`config.mk`:
```
export PLATFORM = sky130hd
export DESIGN_NAME = note_lane_renderer
export DESIGN_NICKNAME = d
export VERILOG_FILES = /design/src/rtl/note_lane_renderer.sv
export SDC_FILE = /design/constraint.sdc
export NUM_CORES = 1
export LEC_CHECK = 0
export BUFFER_PORTS_ARGS = -buffer_cell sky130_fd_sc_hd__buf_2
export CORE_ASPECT_RATIO = 0.6
export CORE_UTILIZATION = 55
export DETAILED_ROUTE_END_ITERATION = 10
export GPL_TIMING_DRIVEN = 0
export PLACE_DENSITY = 0.77
export SLEW_MARGIN = 10
export SYNTH_ARGS = -nofsm -noshare
export SYNTH_HDL_FRONTEND = slang
export SYNTH_SLANG_ARGS = --single-unit
export TNS_END_PERCENT = 20
```
`constraint.sdc`:
```
create_clock -name clock -period 3.2 [get_ports clock]
set_clock_uncertainty 0.1 [all_clocks]
set_input_delay 0.16 -clock clock [delete_from_list [all_inputs] [get_ports clock]]
set_output_delay 0.16 -clock clock [all_outputs]
set_load 0.01 [all_outputs]
```
`src/rtl/note_lane_renderer.sv`:
```
// Note-highway renderer: per-lane shift registers advanced by song steps, plus a
// snapshot rasteriser that streams solid boxes to the VGA plotter over a valid/ready handshake.
module note_lane_renderer #(
  parameter int LANES      = 3,
  parameter int DEPTH      = 4,
  parameter int BOX_W      = 8,
  parameter int BOX_H      = 8,
  parameter int LANE_PITCH = 10,
  parameter int SLOT_PITCH = 24,
  parameter int ORIGIN_X   = 0,
  parameter int ORIGIN_Y   = 120,
  parameter int X_W        = 9,
  parameter int Y_W        = 8,
  parameter logic [2:0] NOTE_COLOUR = 3'b111,
  parameter logic [2:0] HIT_COLOUR  = 3'b010,
  parameter logic [2:0] BG_COLOUR   = 3'b000,
  parameter logic [LANES*DEPTH-1:0] RESET_PATTERN = '0
) (
  input  logic             clock,
  input  logic             reset,
  input  logic             shift,
  input  logic             loop_mode,
  input  logic [LANES-1:0] new_notes,
  output logic [LANES-1:0] hit_notes,
  output logic             hit_valid,
  input  logic             start,
  output logic             busy,
  output logic             done,
  output logic             pix_valid,
  input  logic             pix_ready,
  output logic [X_W-1:0]   pix_x,
  output logic [Y_W-1:0]   pix_y,
  output logic [2:0]       pix_colour
);

  // state    | meaning
  // stIdle   | waiting for start; snapshot taken when it arrives
  // stDraw   | streaming snapshot pixels, one per accepted handshake
  // stDone   | single-cycle done pulse before returning to idle
  typedef enum logic [1:0] {stIdle, stDraw, stDone} stateT;

  localparam int DW = (DEPTH > 1) ? $clog2(DEPTH) : 1;
  localparam int LW = (LANES > 1) ? $clog2(LANES) : 1;
  localparam int RW = (BOX_H > 1) ? $clog2(BOX_H) : 1;
  localparam int CW = (BOX_W > 1) ? $clog2(BOX_W) : 1;

  stateT state;
  logic grid [LANES][DEPTH];
  logic snap [LANES][DEPTH];

  logic [DW-1:0] dIdx, nD;
  logic [LW-1:0] lIdx, nL;
  logic [RW-1:0] rIdx, nR;
  logic [CW-1:0] cIdx, nC;
  logic          lastPix;

  function automatic logic [X_W-1:0] xOf(input logic [LW-1:0] l, input logic [CW-1:0] c);
    return X_W'(ORIGIN_X + int'(l) * LANE_PITCH + int'(c));
  endfunction

  function automatic logic [Y_W-1:0] yOf(input logic [DW-1:0] d, input logic [RW-1:0] r);
    return Y_W'(ORIGIN_Y + int'(d) * SLOT_PITCH + int'(r));
  endfunction

  function automatic logic [2:0] colourOf(input logic note, input logic [DW-1:0] d);
    if (!note)                  return BG_COLOUR;
    else if (d == DW'(DEPTH-1)) return HIT_COLOUR;
    else                        return NOTE_COLOUR;
  endfunction

  always_ff @(posedge clock) begin
    if (reset) begin
      hit_notes <= '0;
      hit_valid <= 1'b0;
      for (int l = 0; l < LANES; l++)
        for (int d = 0; d < DEPTH; d++)
          grid[l][d] <= RESET_PATTERN[l*DEPTH + d];
    end else begin
      hit_valid <= shift;
      if (shift) begin
        for (int l = 0; l < LANES; l++) begin
          hit_notes[l] <= grid[l][DEPTH-1];
          for (int d = 1; d < DEPTH; d++)
            grid[l][d] <= grid[l][d-1];
          grid[l][0] <= loop_mode ? grid[l][DEPTH-1] : new_notes[l];
        end
      end
    end
  end

  // Raster order, innermost first: column, row, lane, slot.
  always_comb begin
    nC      = cIdx + CW'(1);
    nR      = rIdx;
    nL      = lIdx;
    nD      = dIdx;
    lastPix = 1'b0;
    if (cIdx == CW'(BOX_W-1)) begin
      nC = '0;
      nR = rIdx + RW'(1);
      if (rIdx == RW'(BOX_H-1)) begin
        nR = '0;
        nL = lIdx + LW'(1);
        if (lIdx == LW'(LANES-1)) begin
          nL = '0;
          nD = dIdx + DW'(1);
          if (dIdx == DW'(DEPTH-1)) begin
            nD      = '0;
            lastPix = 1'b1;
          end
        end
      end
    end
  end

  always_ff @(posedge clock) begin
    if (reset) begin
      state      <= stIdle;
      busy       <= 1'b0;
      done       <= 1'b0;
      pix_valid  <= 1'b0;
      pix_x      <= '0;
      pix_y      <= '0;
      pix_colour <= '0;
      dIdx       <= '0;
      lIdx       <= '0;
      rIdx       <= '0;
      cIdx       <= '0;
      for (int l = 0; l < LANES; l++)
        for (int d = 0; d < DEPTH; d++)
          snap[l][d] <= 1'b0;
    end else begin
      case (state)
        stIdle: begin
          done <= 1'b0;
          if (start) begin
            // grid here is the pre-shift value even if shift fires this cycle
            for (int l = 0; l < LANES; l++)
              for (int d = 0; d < DEPTH; d++)
                snap[l][d] <= grid[l][d];
            dIdx       <= '0;
            lIdx       <= '0;
            rIdx       <= '0;
            cIdx       <= '0;
            pix_x      <= xOf('0, '0);
            pix_y      <= yOf('0, '0);
            pix_colour <= colourOf(grid[0][0], '0);
            busy       <= 1'b1;
            pix_valid  <= 1'b1;
            state      <= stDraw;
          end
        end
        stDraw: begin
          if (pix_ready) begin
            if (lastPix) begin
              pix_valid <= 1'b0;
              busy      <= 1'b0;
              done      <= 1'b1;
              state     <= stDone;
            end else begin
              dIdx       <= nD;
              lIdx       <= nL;
              rIdx       <= nR;
              cIdx       <= nC;
              pix_x      <= xOf(nL, nC);
              pix_y      <= yOf(nD, nR);
              pix_colour <= colourOf(snap[nL][nD], nD);
            end
          end
        end
        stDone: begin
          done  <= 1'b0;
          state <= stIdle;
        end
        default: state <= stIdle;
      endcase
    end
  end

endmodule

```
==> Yosys cells after proc, flatten, opt, wreduce, memory -nomap -nowiden <==
Memory sizes are Yosys's and may differ from the RTL's.
Cells that the tools add are included.
{ "totals": {"ff_bits": 38, "ram_bits": 24, "inputBits": 9, "out_inout_bits": 27, "mem_count": 2} }
{ "memory_table": {"columns": ["name", "depth", "width", "read_ports", "rd_clocked_by_memory_dff", "write_ports", "line", "rtl"], "rows": [
  ["grid", 3, 4, 3, 0, 3, "48", "logic grid [LANES][DEPTH];"],
  ["snap", 3, 4, 1, 0, 3, "49", "logic snap [LANES][DEPTH];"]
]} }
{ "classes": {"addsub": 7, "mul": 2, "n_lt_le_gt_ge": 1, "n_eq_ne": 11, "n_mux": 93, "n_bitwise": 25, "reduce_logical": 8} }
{ "ops": {"columns": ["op", "n"], "rows": [
  ["1-bit two-way mux", 47],
  ["3-bit two-way mux", 14],
  ["2-bit two-way mux", 15],
  ["9-bit two-way mux", 3],
  ["8-bit two-way mux", 3],
  ["1-bit bitwise OR", 24],
  ["3-bit one-hot mux with 2 select lines", 3],
  ["9-bit one-hot mux with 2 select lines", 1],
  ["8-bit one-hot mux with 2 select lines", 1],
  ["2-bit one-hot mux with 2 select lines", 3],
  ["7-bit by 7-bit adder with 8-bit output, first input constant", 1],
  ["8-bit by 3-bit adder with 8-bit output", 1],
  ["2-bit equality test, second input constant", 4],
  ["2-bit != test, second input constant", 4],
  ["4-bit AND reduction", 2],
  ["6-bit by 3-bit adder with 7-bit output", 1],
  ["3-bit by 1-bit adder with 3-bit output, second input constant", 2],
  ["3-bit equality test, second input constant", 2],
  ["3-bit AND reduction", 2],
  ["2-bit by 3-bit multiplier with 5-bit output, second input constant", 1],
  ["2-bit by 1-bit adder with 2-bit output, second input constant", 2],
  ["2-bit by 2-bit multiplier with 4-bit output, second input constant", 1],
  ["1-bit one-hot mux with 2 select lines", 2],
  ["2-bit nonzero test", 2],
  ["other kinds (6)", 6]
]} }

==> Logic depth before layout (Yosys ltp) <==
Gate-level depths: netlist (run 1).
{ "logic_depth": {"depth_word": 13, "ltp_mapped": 12} }

==> Worst setup path before layout (run 1) <==
OpenSTA, ideal clock, no wires.
{ "synth_path": {"path_kind": "flip-flop to flip-flop", "startpoint": "register, netlist name pix_y[0]", "endpoint": "register pix_x[2]", "setup_time_ps": 65, "t_arrival_ps": 2345, "required_ps": 3035, "setup_slack_ps": 690, "stages_incl_launch_ff": 13, "path_buffers": 1, "synth_period_minus_slack_ps": 2510, "cell_sequence": "dfxtp_1 -> ha_1 -> ha_1 -> and2_1 -> clkbuf_1 -> mux2i_1 -> inv_1 -> ha_1 -> inv_1 -> fa_1 -> nor3_1 -> a21oi_1 -> nor2_1"} }
{ "synth_rtl": {"columns": ["element", "line", "rtl"], "rows": [
  ["end signal, assigned", "145", "pix_x <= xOf('0, '0);"],
  ["end signal, assigned", "165", "pix_x <= xOf(nL, nC);"],
  ["end, declared", "31", "output logic [X_W-1:0] pix_x,"]
]} }

==> results of run 1 <==
[worst max-delay path, stage by stage, from the launching register on]
cell	delay (ns)
dfxtp_1	0.41
ha_1	0.17
ha_1	0.24
and2_1	0.15
clkbuf_1	0.25
mux2i_1	0.31
inv_1	0.15
ha_1	0.23
inv_1	0.07
fa_1	0.41
nor3_1	0.20
a21oi_1	0.06
nor2_1	0.08
[power breakdown]
part / leakage, µW / switching [µW] / internal [µW]
clock: 0.0000447 / 235 / 158
combinational: 0.000703 / 75.0 / 51.1
sequential: 0.000499 / 17.5 / 740
[final cells by class]
cell class                 instances  area, µm²  share of cell area (%)
clock buffer                       5       68.8                    2.35
buffer                            23        128                    4.35
timing repair buffer              32        160                    5.46
inverter                          11       42.5                    1.45
tap                               60       75.1                    2.56
sequential                        53       1300                    44.3
multi-input combinational        173       1130                    38.6
clock inverter                     3       25.0                   0.853
[metrics by stage]
stage	instance area (µm²)	worst slack (ns)	instances	total power, µW	hold WS (ns)
3_3_place_gp	2840	0.437	352	894	0.338
2_1_floorplan	2610	0.690	260	851	0.212
5_1_grt	2930	0.0299	360	1330	0.0570
4_1_cts	2930	0.328	360	1280	0.0550
6_report	2930	0.305	360	1280	0.0583
3_5_place_dp	2840	0.369	352	898	0.343
[final timing paths]
| kind | start | end | slack, ns | cells after the start |
|---|---|---|---|---|
| worst min-delay path | new_notes[1] | grid[0][7]$_SDFFCE_PN0P_ | 0.06 | 3 |
| worst max-delay path | pix_y[0]$_SDFFE_PP0P_ | pix_x[2]$_SDFFE_PP0P_ | 0.31 | 12 |
| worst min register to register | pix_x[4]$_SDFFE_PP0P_ | pix_x[4]$_SDFFE_PP0P_ | 0.36 | 2 |
| worst max register to register | pix_y[0]$_SDFFE_PP0P_ | pix_x[2]$_SDFFE_PP0P_ | 0.31 | 12 |
[logic make-up after synthesis]
kind of cell	synth area share (%)
other	0.144
AOI/OAI and AO/OA	13.5
DFF	50.1
adders and majority gates	5.11
muxes	4.82
xor gates and xnor gates	1.01
and+or+nand+nor	18.8
buffers and inverters	6.55
[sequential cells by signal, summed over array words and instances, names as in the netlist]
signal	flops
pix_y	7
snap	12
hit_valid	1
grid	12
pix_valid	1
cIdx	3
pix_x	5
state	2
dIdx	2
hit_notes	3
done	1
pix_colour	2
lIdx	2
[cells in the final DEF, fill, tap and decap left out, types with 2 or more instances in the layout]
master,n
a2111oi_0,2
a211oi_1,3
a21o_1,2
a21oi_1,17
a22oi_1,5
a31oi_1,4
and2_1,22
and3_1,4
and4b_1,2
buf_2,38
buf_4,7
clkbuf_1,8
clkbuf_8,5
conb_1,3
dfxtp_1,29
edfxtp_1,24
ha_1,9
inv_1,9
mux2i_1,11
nand2_1,14
nand2b_1,4
nand3_1,8
nor2_1,25
nor2b_1,4
nor3_1,6
o21ai_0,3
o311ai_0,2
or2_2,2
or3_1,2
xnor2_1,3
[per-layer routing]
| metal | wire [µm] | part of all wire [%] |
|---|---|---|
| met1 | 2680 | 49 |
| met2 | 2210 | 41 |
| met3 | 494 | 9.1 |
| met4 | 55 | 1.0 |
| met5 | 0 | 0 |
==> impl_results.md, run 1 <==
* Outcome: completed
* Cell variety after synth at 49
* Initial Utilization at approximately 60%
* Worst-Margin Slew at around 0.52 ns
* Final hold vios at 0
* First-pass GRT wire length at around 9 mm
* H-Tree Depth at 2
* Hold/Removal Path Class: in2reg
* Startpoint class of the critical path: flop
* Flops & latches, synth at 53
* Fillers at 341
* Register area share after synthesis at 50.1%
* Diodes inserted at 0
* Drt via density at about 5.6
* Critical path class: reg2reg
* # DRC at 0
* CP arrival at 3.05 ns
* Die footprint at between 5000 and 6000 µm²
* Die X at around 90 µm
* Ys flop type: dfxtp_1
* Final Util at approximately two thirds
* TritonCTS buffer count at 5
* Area growth from synthesis to layout at 13.0%
* Met3 global-route usage at around 5.6%
* Critical path data required time at 3.35 ns
* Final setup viols at 0
* Die Height at ~55 µm
* GRT met2 Usage at 30.6%
* Setup TNS at 0 ns
* Synth async-reset ratio at 0%
* Syn Area/Cell at ~10 µm²
* Port Buffers at 32
* Crit end category: flop
* Via count at 2003
* GRT Util Overall at 23.2%
* Post-route ant nets at 0
* Relative slew slack at between 60% and 70%
* Routed wire length at 5.45 mm
* Post-cts gate resize count at 0
* Hold buffers post-CTS at 0
* Tmin final at between 2 and 3 ns
* Postcts setup bufs at 0
* Root buf cell: clkbuf_8
* Max Freq at 345 MHz
* GR Overflow Total at 0
* GRT Max-Usage Layer: met1
* Crit share post-route at between 90% and 100%
* Unrepaired setup endpoints after global routing: false
* Clock latency at the later pin of the worst-skew pair at between 0.3 and 0.4 ns
* Area contributors post-synth: edfxtp_1 28%, dfxtp_1 22%, and2_1 5.3%
* HPWL after detailed placement at approximately 4 mm
* Drt initial violations at roughly 220
* FP Rows at 18
* Clk buf depth at 2
* VDD IR max at about 0.00027 V
* Initial antenna violation count at 0
* Max-capacitance violation count at 0
* Top-count cell post-synth: dfxtp_1
* Largest net degree at the start of global routing at 19
* DRT Pass-1 Iters at 4
* CTS tree: built
* Core box area at 4320 µm²
* Most frequent cells after synthesis: 29 x dfxtp_1, 25 x nor2_1, 24 x edfxtp_1
* Vias in the first global route at ~1800
* Layout cells sized above 1 at 20.0%
* Yosys top cell area share at about 28%
* Num ports at 36
* Crit-path max FO at 6
* GPL Wtd Cong at about 0.84
* Clock sinks at 53
* Post-synth EDFFs at 24
* Cell area after synthesis at 2600 µm²
* Syn Inst Count at about 260
* Synth warn at 0
* PwrDens at between 400 and 500 nW/µm²
* Area leader, netlist: edfxtp_1
* GR met1 Demand/Resource at a little under two fifths
* Slew Limit Fails at 0
* Static leakage at 0.00125 µW
* DR WL/cell at roughly 15 µm
* Clock transition at path regs at roughly 0.10 ns
* Nets at between 300 and 400
Power figures use the tool's default switching activity.
==> inputs of run 2 (changes only) <==
--- a/config.mk
+++ b/config.mk
@@ -11,6 +11,7 @@
 export DETAILED_ROUTE_END_ITERATION = 10
 export GPL_TIMING_DRIVEN = 0
 export PLACE_DENSITY = 0.77
+export RECOVER_POWER = 25
 export SLEW_MARGIN = 10
 export SYNTH_ARGS = -nofsm -noshare
 export SYNTH_HDL_FRONTEND = slang
==> run 2 against run 1 <==
Power decreased by 0.14%. Non-clock buffer count is the same. Via count fell by 0.65%. Count of clock-buffer cells in the layout did not move. Clock power about the same. Largest cell class unchanged.
==> impl_results.md, run 2 (same netlist as run 1, synthesis figures left out) <==
* Most frequent cells in the layout: 29 x dfxtp_1, 25 x nor2_1, 25 x buf_2
* Initial Utilization at between 60% and 70%
* Critical path data required time at between 3 and 4 ns
* Unrepaired setup endpoints after global routing: false
* Final hold vios at 0
* Clock latency at the later pin of the worst-skew pair at 0.31 ns
* Hold path startpoint: new_notes[1]
* Origin of the critical flop-to-flop path: pix_y[0]$_SDFFE_PP0P_
* Postcts setup bufs at 0
* H-Tree Depth at 2
* Clock sinks at 53
* Setup TNS at 0 ns
* Worst r2r path cells at 12
* Worst setup margin at just over 0.3 ns
* GR Overflow Total at 0
* Layout cells sized above 1 at roughly 16%
* Slew Limit Fails at 0
* Clock transition at path regs at around 0.11 ns
* FP Rows at 18
* Startpoint class of the critical path: flop
* Critical path class: reg2reg
* Max-capacitance violation count at 0
* Hold/Removal Path Class: in2reg
* Biggest regs: grid x12, snap x12, pix_y x7
* Num ports at 36
* Drt via density at approximately 5.5
* Post-route ant nets at 0
* Initial antenna violation count at 0
* CP arrival at just over 3 ns
* Hold WS at 0.0527 ns
* Post-cts gate resize count at 0
* Final setup viols at 0
* Static leakage at between 0.001 and 0.0015 µW
* Via count at approximately 2000
* Port Buffers at 32
* Worst-Margin Slew at approximately 0.52 ns
* Routed wire length at ~5.4 mm
* PwrDens at between 400 and 500 nW/µm²
* Commonest non-fill, non-tap cell in the layout: dfxtp_1
* Reg-to-Reg End: pix_x[2]$_SDFFE_PP0P_
* # DRC at 0
* Diodes inserted at 0
* Tmin final at approximately 2.9 ns
* Root buf cell: clkbuf_8
* Die Height at roughly 55 µm
* Die X at just over 90 µm
* Crit-path max FO at 6
* Hold buffers post-CTS at 0
* CTS tree: built
* Crit share post-route at between 90% and 100%
* R2R Setup Slk at between 0.3 and 0.4 ns
* First-pass GRT wire length at around 9.0 mm
* Vias in the first global route at 1815
* Area growth from synthesis to layout at 12.3%
* Largest net degree at the start of global routing at 19
* HPWL after detailed placement at between 3 and 4 mm
* VDD IR max at around 0.00027 V
* Outcome: completed
* Hold path cells at 3
* Max Freq at roughly 350 MHz
* Clk buf depth at 2
* Nets at ~320
* DR WL/cell at between 15 and 20 µm
* GPL Wtd Cong at 0.841
* Place WS at 0.369 ns
* Core box area at between 4000 and 5000 µm²
* DRT Pass-1 Iters at 4
* WHS Endpoint: grid[0][7]$_SDFFCE_PN0P_
* TritonCTS buffer count at 5
* Crit end category: flop
* Relative slew slack at between 60 and 70%
* Die footprint at between 5000 and 6000 µm²
* GRT Util Overall at between 20% and 30%
* Drt initial violations at between 200 and 250
-- run 2: cell count changes in the layout (fill, tap and decap cells not counted) --
cell      change
buf_2        -13
clkbuf_1     +13
and2_0        +5
and2_1        -5
-- run 2: critical path, stage by stage, from the launching register on --
cell      delay, ns
dfxtp_1        0.41
ha_1           0.17
ha_1           0.24
and2_1         0.15
clkbuf_1       0.25
mux2i_1        0.31
inv_1          0.15
ha_1           0.23
inv_1          0.08
fa_1           0.41
nor3_1         0.20
a21oi_1        0.06
nor2_1         0.08
-- run 2: how the worst max path moves through the flow --
| stage | endpoint | cells past startpoint | slack (ns) | from |
|---|---|---|---|---|
| detailed placement | pix_x[2]$_SDFFE_PP0P_ | 12 | 0.37 | pix_y[0]$_SDFFE_PP0P_ |
| finish | pix_x[2]$_SDFFE_PP0P_ | 12 | 0.31 | pix_y[0]$_SDFFE_PP0P_ |
| global placement | pix_x[2]$_SDFFE_PP0P_ | 12 | 0.44 | pix_y[0]$_SDFFE_PP0P_ |
| floorplan | pix_x[2]$_SDFFE_PP0P_ | 12 | 0.69 | pix_y[0]$_SDFFE_PP0P_ |
| CTS | pix_x[2]$_SDFFE_PP0P_ | 12 | 0.33 | pix_y[0]$_SDFFE_PP0P_ |
| global route | pix_x[2]$_SDFFE_PP0P_ | 12 | 0.03 | pix_y[0]$_SDFFE_PP0P_ |
-- run 2: cell type report --
class,count,area [µm²]
repair buffers,32,144
plain buffers,23,128
well taps,60,75.1
multi-input cells,173,1130
clock buffers,5,68.8
fillers,346,1410
inverters,11,42.5
flip-flops and latches,53,1300
clock inverters,3,25.0
-- run 2: per-stage QoR --
step | utilization [%] | instances | cell area [µm²] | total power, µW
floorplan | - | 260 | 2610 | 851
global placement | 65.7 | 352 | 2840 | 894
detailed placement | 65.7 | 352 | 2840 | 898
CTS | 67.9 | 360 | 2930 | 1280
global route | 67.5 | 360 | 2920 | 1320
finish | 67.5 | 360 | 2920 | 1280
-- run 2: power by group --
group          internal, µW  switching, µW  leakage (µW)
combinational          49.5           75.1      0.000646
sequential              740           17.6      0.000499
clock                   158            235     0.0000447
-- run 2: per-layer routing --
layer  part of all wire (%)  global-route usage, %  wire length (µm)
met1                     50                   37.4              2720
met2                     41                   30.6              2210
met3                    8.3                   5.65               451
met4                   0.99                   5.30                54
met5                      0                      0                 0
